### src/rtl/seg_scan_ctrl_pkg.sv
// Shared constants and the scan-phase type for the 7-segment scan controller.
package seg_pkg;

  // Code sent to the shared decoder when nothing should be lit.
  localparam logic [3:0] SEG_BLANK_CODE = 4'hF;

  // Inactive level of one common-anode enable line.
  localparam logic ANODE_OFF = 1'b1;

  // Two phases inside every digit slot: anti-ghosting guard, then display.
  typedef enum logic {
    GUARD = 1'b0,
    SHOW  = 1'b1
  } scan_state_t;

endpackage

### src/rtl/seg_scan_ctrl_if.sv
// Display-side bundle of the scan controller.
// There is no valid/ready handshake here: the host side holds level signals
// (enable, digits, masks) that the controller samples on its own schedule
// (enable every clock, the rest once per frame), and the controller side drives
// registered display outputs that are meaningful on every clock.
interface seg_scan_if #(
  parameter int NUM_DIGITS = 4
);
  localparam int IDX_W = $clog2(NUM_DIGITS);

  logic                    enable;
  logic [4*NUM_DIGITS-1:0] digits;
  logic [NUM_DIGITS-1:0]   blank_mask;
  logic [NUM_DIGITS-1:0]   blink_mask;
  logic [NUM_DIGITS-1:0]   dp_mask;

  logic [3:0]              bcd_sel;
  logic [NUM_DIGITS-1:0]   an;
  logic                    dp;
  logic [IDX_W-1:0]        digit_idx;
  logic                    frame_start;

  // Host: supplies the values to display and observes the scan outputs.
  modport master (
    output enable, digits, blank_mask, blink_mask, dp_mask,
    input  bcd_sel, an, dp, digit_idx, frame_start
  );

  // Scan controller.
  modport slave (
    input  enable, digits, blank_mask, blink_mask, dp_mask,
    output bcd_sel, an, dp, digit_idx, frame_start
  );
endinterface

### src/rtl/seg_scan_ctrl.sv
// Time-multiplexed scan controller for NUM_DIGITS common-anode digits sharing
// one BCD-to-7-segment decoder. Each slot opens with a guard interval (all
// anodes off) and then lights one digit. Inputs are snapshotted once per frame.
module seg_scan_ctrl
  import seg_pkg::*;
#(
  parameter int NUM_DIGITS   = 4,
  parameter int REFRESH_DIV  = 100000,
  parameter int GUARD_CYCLES = 2000,
  parameter int BLINK_FRAMES = 64
) (
  input  logic        clk,
  input  logic        rst_n,
  seg_scan_if.slave   bus,
  output scan_state_t scan_state
);

  localparam int IDX_W = $clog2(NUM_DIGITS);
  localparam int CNT_W = $clog2(REFRESH_DIV);
  localparam int BLK_W = (BLINK_FRAMES > 1) ? $clog2(BLINK_FRAMES) : 1;
  localparam int DW    = 4 * NUM_DIGITS;

  localparam logic [CNT_W-1:0]      DIV_LAST   = CNT_W'(REFRESH_DIV - 1);
  localparam logic [CNT_W-1:0]      GUARD_END  = CNT_W'(GUARD_CYCLES);
  localparam logic [IDX_W-1:0]      IDX_LAST   = IDX_W'(NUM_DIGITS - 1);
  localparam logic [BLK_W-1:0]      BLK_LAST   = BLK_W'(BLINK_FRAMES - 1);
  localparam logic [NUM_DIGITS-1:0] AN_ALL_OFF = {NUM_DIGITS{ANODE_OFF}};

  // Scan timing
  logic [CNT_W-1:0]      div_cnt;
  logic [IDX_W-1:0]      slot_cnt;
  logic [BLK_W-1:0]      blink_cnt;
  logic                  blink_phase;
  scan_state_t           state, next_state;

  // Frame snapshot
  logic [DW-1:0]         snap_digits;
  logic [NUM_DIGITS-1:0] snap_blank;
  logic [NUM_DIGITS-1:0] snap_blink;
  logic [NUM_DIGITS-1:0] snap_dp;

  // Registered outputs and the latched "digit shown in this slot" flag
  logic [NUM_DIGITS-1:0] an_q;
  logic [3:0]            bcd_q;
  logic                  dp_q;
  logic [IDX_W-1:0]      idx_q;
  logic                  fs_q;
  logic                  show_q;

  // Decode helpers
  logic                  slot_start, slot_wrap, frame_wrap, first_slot;
  logic [DW-1:0]         eff_digits;
  logic [NUM_DIGITS-1:0] eff_blank, eff_blink, eff_dp;
  logic [3:0]            cur_code;
  logic                  cur_dp;
  logic                  slot_show;
  logic                  show_next;
  logic [NUM_DIGITS-1:0] an_next;

  // Slot/frame boundaries; on the first slot of a frame the live inputs are
  // used directly because the snapshot is being captured on that same edge.
  always_comb begin
    slot_start = (div_cnt == '0);
    slot_wrap  = (div_cnt == DIV_LAST);
    frame_wrap = slot_wrap && (slot_cnt == IDX_LAST);
    first_slot = slot_start && (slot_cnt == '0);
    eff_digits = first_slot ? bus.digits     : snap_digits;
    eff_blank  = first_slot ? bus.blank_mask : snap_blank;
    eff_blink  = first_slot ? bus.blink_mask : snap_blink;
    eff_dp     = first_slot ? bus.dp_mask    : snap_dp;
    cur_code   = eff_digits[{slot_cnt, 2'b00} +: 4];
    cur_dp     = eff_dp[slot_cnt];
    slot_show  = bus.enable && !eff_blank[slot_cnt] &&
                 !(eff_blink[slot_cnt] && blink_phase);
  end

  // Next phase of the slot: guard from slot start until GUARD_CYCLES clocks
  // have elapsed, then show until the slot ends.
  always_comb begin
    next_state = state;
    case (state)
      GUARD:   if (div_cnt == GUARD_END) next_state = SHOW;
      SHOW:    if (slot_start)           next_state = GUARD;
      default: next_state = GUARD;
    endcase
  end

  // Anode drive: a digit decided visible at slot start stays lit only while
  // enable remains high; a drop turns it off on the next clock.
  always_comb begin
    show_next = slot_start ? slot_show : (show_q && bus.enable);
    an_next   = AN_ALL_OFF;
    if (next_state == SHOW && show_next)
      an_next = ~(NUM_DIGITS'(1) << slot_cnt);
  end

  // Phase register.
  always_ff @(posedge clk or negedge rst_n) begin
    if (!rst_n) state <= GUARD;
    else        state <= next_state;
  end

  // Slot divider, slot index and blink timebase.
  always_ff @(posedge clk or negedge rst_n) begin
    if (!rst_n) begin
      div_cnt     <= '0;
      slot_cnt    <= '0;
      blink_cnt   <= '0;
      blink_phase <= 1'b0;
    end else begin
      div_cnt <= slot_wrap ? '0 : div_cnt + 1'b1;
      if (slot_wrap)
        slot_cnt <= (slot_cnt == IDX_LAST) ? '0 : slot_cnt + 1'b1;
      if (frame_wrap) begin
        if (blink_cnt == BLK_LAST) begin
          blink_cnt   <= '0;
          blink_phase <= ~blink_phase;
        end else begin
          blink_cnt <= blink_cnt + 1'b1;
        end
      end
    end
  end

  // Frame snapshot of the display inputs.
  always_ff @(posedge clk or negedge rst_n) begin
    if (!rst_n) begin
      snap_digits <= '0;
      snap_blank  <= '0;
      snap_blink  <= '0;
      snap_dp     <= '0;
    end else if (first_slot) begin
      snap_digits <= bus.digits;
      snap_blank  <= bus.blank_mask;
      snap_blink  <= bus.blink_mask;
      snap_dp     <= bus.dp_mask;
    end
  end

  // Output registers; code and dp settle at slot start, ahead of the anode.
  always_ff @(posedge clk or negedge rst_n) begin
    if (!rst_n) begin
      an_q   <= AN_ALL_OFF;
      bcd_q  <= SEG_BLANK_CODE;
      dp_q   <= 1'b1;
      idx_q  <= '0;
      fs_q   <= 1'b0;
      show_q <= 1'b0;
    end else begin
      an_q   <= an_next;
      show_q <= show_next;
      fs_q   <= first_slot;
      if (slot_start) begin
        bcd_q <= slot_show ? cur_code : SEG_BLANK_CODE;
        dp_q  <= slot_show ? ~cur_dp : 1'b1;
        idx_q <= slot_cnt;
      end
    end
  end

  assign bus.an          = an_q;
  assign bus.bcd_sel     = bcd_q;
  assign bus.dp          = dp_q;
  assign bus.digit_idx   = idx_q;
  assign bus.frame_start = fs_q;
  assign scan_state      = state;

endmodule

### src/flat_wrapper.sv
// flat-port wrapper written by rule: the top's interface ports become plain ports
module seg_scan_ctrl_flat import seg_pkg::*;
#(
  parameter int NUM_DIGITS   = 4,
  parameter int REFRESH_DIV  = 100000,
  parameter int GUARD_CYCLES = 2000,
  parameter int BLINK_FRAMES = 64
)
  (clk, rst_n, scan_state, bus_enable, bus_digits, bus_blank_mask, bus_blink_mask, bus_dp_mask, bus_bcd_sel, bus_an, bus_dp, bus_digit_idx, bus_frame_start);
  seg_scan_if #(.NUM_DIGITS(NUM_DIGITS)) bus_i ();
  input  logic clk;
  input  logic rst_n;
  output scan_state_t scan_state;
  input wire logic [$bits(bus_i.enable)-1:0] bus_enable;
  input wire logic [$bits(bus_i.digits)-1:0] bus_digits;
  input wire logic [$bits(bus_i.blank_mask)-1:0] bus_blank_mask;
  input wire logic [$bits(bus_i.blink_mask)-1:0] bus_blink_mask;
  input wire logic [$bits(bus_i.dp_mask)-1:0] bus_dp_mask;
  output wire logic [$bits(bus_i.bcd_sel)-1:0] bus_bcd_sel;
  output wire logic [$bits(bus_i.an)-1:0] bus_an;
  output wire logic [$bits(bus_i.dp)-1:0] bus_dp;
  output wire logic [$bits(bus_i.digit_idx)-1:0] bus_digit_idx;
  output wire logic [$bits(bus_i.frame_start)-1:0] bus_frame_start;
  assign bus_i.enable = bus_enable;
  assign bus_i.digits = bus_digits;
  assign bus_i.blank_mask = bus_blank_mask;
  assign bus_i.blink_mask = bus_blink_mask;
  assign bus_i.dp_mask = bus_dp_mask;
  assign bus_bcd_sel = bus_i.bcd_sel;
  assign bus_an = bus_i.an;
  assign bus_dp = bus_i.dp;
  assign bus_digit_idx = bus_i.digit_idx;
  assign bus_frame_start = bus_i.frame_start;
  seg_scan_ctrl #(.NUM_DIGITS(NUM_DIGITS), .REFRESH_DIV(REFRESH_DIV), .GUARD_CYCLES(GUARD_CYCLES), .BLINK_FRAMES(BLINK_FRAMES)) u_core (.clk(clk), .rst_n(rst_n), .bus(bus_i), .scan_state(scan_state));
endmodule
### config.mk
export PLATFORM = sky130hd
export DESIGN_NAME = seg_scan_ctrl_flat
export DESIGN_NICKNAME = d
export VERILOG_FILES = /design/src/rtl/seg_scan_ctrl_pkg.sv /design/src/rtl/seg_scan_ctrl_if.sv /design/src/rtl/seg_scan_ctrl.sv /design/src/flat_wrapper.sv
export SDC_FILE = /design/constraint.sdc
export NUM_CORES = 1
export LEC_CHECK = 0
export ABC_CLOCK_PERIOD_IN_PS = 3720
export CORE_MARGIN = 2
export CORE_UTILIZATION = 54
export CTS_CLUSTER_DIAMETER = 30
export DETAILED_ROUTE_END_ITERATION = 8
export PLACE_DENSITY = 0.79
export SETUP_SLACK_MARGIN = 0.1
export SLEW_MARGIN = 5
export SYNTH_ARGS = -nofsm -noshare
export SYNTH_HDL_FRONTEND = slang
export SYNTH_SLANG_ARGS = --single-unit
### constraint.sdc
create_clock -name clk -period 3.72 [get_ports clk]
set_clock_uncertainty 0.15 [all_clocks]
set_input_delay 0.744 -clock clk [delete_from_list [all_inputs] [get_ports clk]]
set_output_delay 0.744 -clock clk [all_outputs]
set_load 0.02 [all_outputs]
==> impl_metrics.toml, run 1 <==
[sta]
rsz0062_at_grt = "no"
finalCriticalPeriod_ns = 3.39
relSlewSlack_pct = 32.4
slew_violations = 0
worstMarginPinSlew_ns = 1.01
finalSetupTns_ns = 0
fmax_ghz = 0.295
timing.final.ws_setup_ns = 0.329
hold_viol_final = 0
fin_crit_sh_pct = 91.2
setup_viol = 0

[drt]
wirelength_mm = 6.03
via_count = 2073
first_pass_iters = 4
ant_nets = 0
drt-initial-drc-count = 115
via_per_inst = 5.36
post-route-drc-count = 0
avgRoutedWirePerCell_um = 15.6

[clock_network]
h-tree-depth = 3
cts_hold_buf = 0
cts.path.max_buffers = 2
clkLatencyLatePin_ns = 0.34
cts_resized = 0
cts_tree = "built"
clkTransAtPathRegs_ns = 0.07
cts_buffers = 9
cts_sinks = 68
postCtsSetupBuffers = 0
ctsRootBufferMaster = "clkbuf_8"

[status]
status = "finished clean"

[floorplanning]
rows = 27
die_w_um = 80.1
initial_core_util_pct = 56.4
die_y_um = 80.1
core_area_mm2 = 0.00554
die-area_mm2 = 0.00641
io_pins = 44

[hold_path]
holdCritPathClass = "register to register"

[layout]
fin_nets = 348
drive_above_1_share_pct = 25.1
final_common_cell = "dfrtp_1"
finish.instance_area_mm2 = 0.00393
syn2layout_area_growth_pct = 25.9
fillers = 405
fin_util_pct = 71.0
final_cell_mix = "dfrtp_1, clkdlybuf4s50_1, mux2_2"
n_antenna_cell = 0

[place]
placed_cell_area_mm2 = 0.00368
pre_cts_ws_ns = 0.349
dp_hpwl_mm = 4.37
numPortBuffers = 43
place_congestion = 0.832

[logic_synthesis]
avgSynthCellArea_um2 = 12.3
syn-cell-area_mm2 = 0.00312
ys_ff_latch = 68
async_flop_share_pct = 100
synth_edf_count = 0
yosysWarnings = 0
synth_nets = 291
ys_seq_area_share_pct = 54.8
syn_inst = 253
synth_flop_cell = "dfrtp_1"
synthDistinctLibCells = 43

[worst_setup_path]
start_kind = "register"
critPathKind = "register to register"
crit_fanout = 12
required_ns = 3.81
critPathCaptureType = "register"
cp.arrival_ns = 3.48

[global_route]
gr-usage-all-layers_pct = 21.0
antenna_found_initial = 0
grt_pass1_vias = 2114
grt_pass1_wl_mm = 10.1
grt_max_degree = 47
overflow = 0

[job]
cap_violations = 0

[power_and_ir_drop]
p_leak_nw = 1.69
ir_drop_v = 0.000265
p_per_area_mw_per_mm2 = 406
p_total_mw = 1.59
[worst max-delay path, cell delays in order (launching register included)]
cell and delay, ns:
dfrtp_1 0.41, inv_1 0.07, ha_1 0.13, or4b_4 0.47, nor4_4 0.27, nand3_2 0.29, buf_4 0.29, mux2i_1 0.13
o22a_1 0.22, a2111oi_4 0.66, o211ai_1 0.18
[metrics by stage]
step	hold WS, ns	instances
2_1_floorplan	0.288	253
3_3_place_gp	0.306	371
3_5_place_dp	0.322	371
4_1_cts	0.335	387
5_1_grt	0.350	387
6_report	0.330	387
[worst paths after layout]
check                                    startpoint                     to  slack, ns  cells after the start
worst max-delay path              u_core.div_cnt[0]       u_core.bus.an[3]       0.33                     10
worst min-delay path            u_core.blink_cnt[2]    u_core.blink_cnt[2]       0.33                      1
worst max register to register    u_core.div_cnt[0]       u_core.bus.an[3]       0.33                     10
worst min register to register  u_core.blink_cnt[2]    u_core.blink_cnt[2]       0.33                      1
max in group asynchronous                     rst_n  u_core.bus.bcd_sel[1]       2.16                      2
min in group asynchronous                     rst_n      u_core.snap_dp[1]       0.42                      1
[flip-flops by register name, summed over array words and instances (netlist names)]
signal and cells:
u_core.bus.dp 1, u_core.bus.bcd_sel 4, u_core.show_q 1, u_core.blink_cnt 6, u_core.snap_blank 4, u_core.snap_blink 4
u_core.blink_phase 1, u_core.snap_dp 4, u_core.scan_state 1, u_core.bus.digit_idx 2, u_core.div_cnt 17, u_core.bus.an 4
u_core.slot_cnt 2, u_core.snap_digits 16, u_core.bus.frame_start 1
[synthesized netlist by cell type, drive strengths merged (2+ instances only)]
library cell  number  area, um2
mux2i             10        100
dfrtp             59       1480
o211ai             4       30.0
mux2              37        420
a21oi              6       30.0
or2                2       12.5
o21ai              7       35.0
inv                4       15.0
and3               3       18.8
and2               4       25.0
clkbuf             4       15.0
nor4               5       46.3
nand4              4       25.0
dfstp              9        236
ha                 7       87.6
xnor2              8       70.1
buf                2       15.0
xor2              10       87.6
nand3             10       55.1
nand2             22       82.6
nor2              19       71.3
[report_power, final]
part | internal, mW | switching [mW]
clock network | 0.463 | 0.281
logic | 0.0510 | 0.0353
registers | 0.758 | 0.00585
[layout make-up]
class,instances,area (um2),share of cell area (%)
multi-input cells,174,1370,34.8
inverters,5,18.8,0.477
repair buffers,52,493,12.5
clock inverters,6,111,2.83
flip-flops and latches,68,1710,43.6
well taps,72,90.1,2.29
clock buffers,10,138,3.50
[per-layer routing]
metal  global-route usage [%]  vias up  wire (um)
li1                         -     1008          -
met1                     29.0     1020       2910
met2                     31.3       39       2800
met3                     4.49        6        237
met4                     10.7        0         82
met5                        0        -          0
[cells by family after synthesis]
| family | synth area share (%) |
|---|---|
| AND/OR/NAND/NOR | 12.5 |
| flip-flops | 54.8 |
| multiplexers | 17.4 |
| AO/OA/AOI/OAI | 5.89 |
| XOR/XNOR | 5.05 |
| buffers and inverters | 1.56 |
| adder cells (fa/ha/maj) | 2.80 |
(Power assumes the default switching activity.)
==> run 2: changes to the inputs <==
--- a/config.mk
+++ b/config.mk
@@ -12,7 +12,7 @@
 export DETAILED_ROUTE_END_ITERATION = 8
 export PLACE_DENSITY = 0.79
 export SETUP_SLACK_MARGIN = 0.1
-export SLEW_MARGIN = 5
+export SLEW_MARGIN = 10
 export SYNTH_ARGS = -nofsm -noshare
 export SYNTH_HDL_FRONTEND = slang
 export SYNTH_SLANG_ARGS = --single-unit
==> results of run 2 <==
Same layout as run 1: the final DEF is identical, and so are final timing and power.
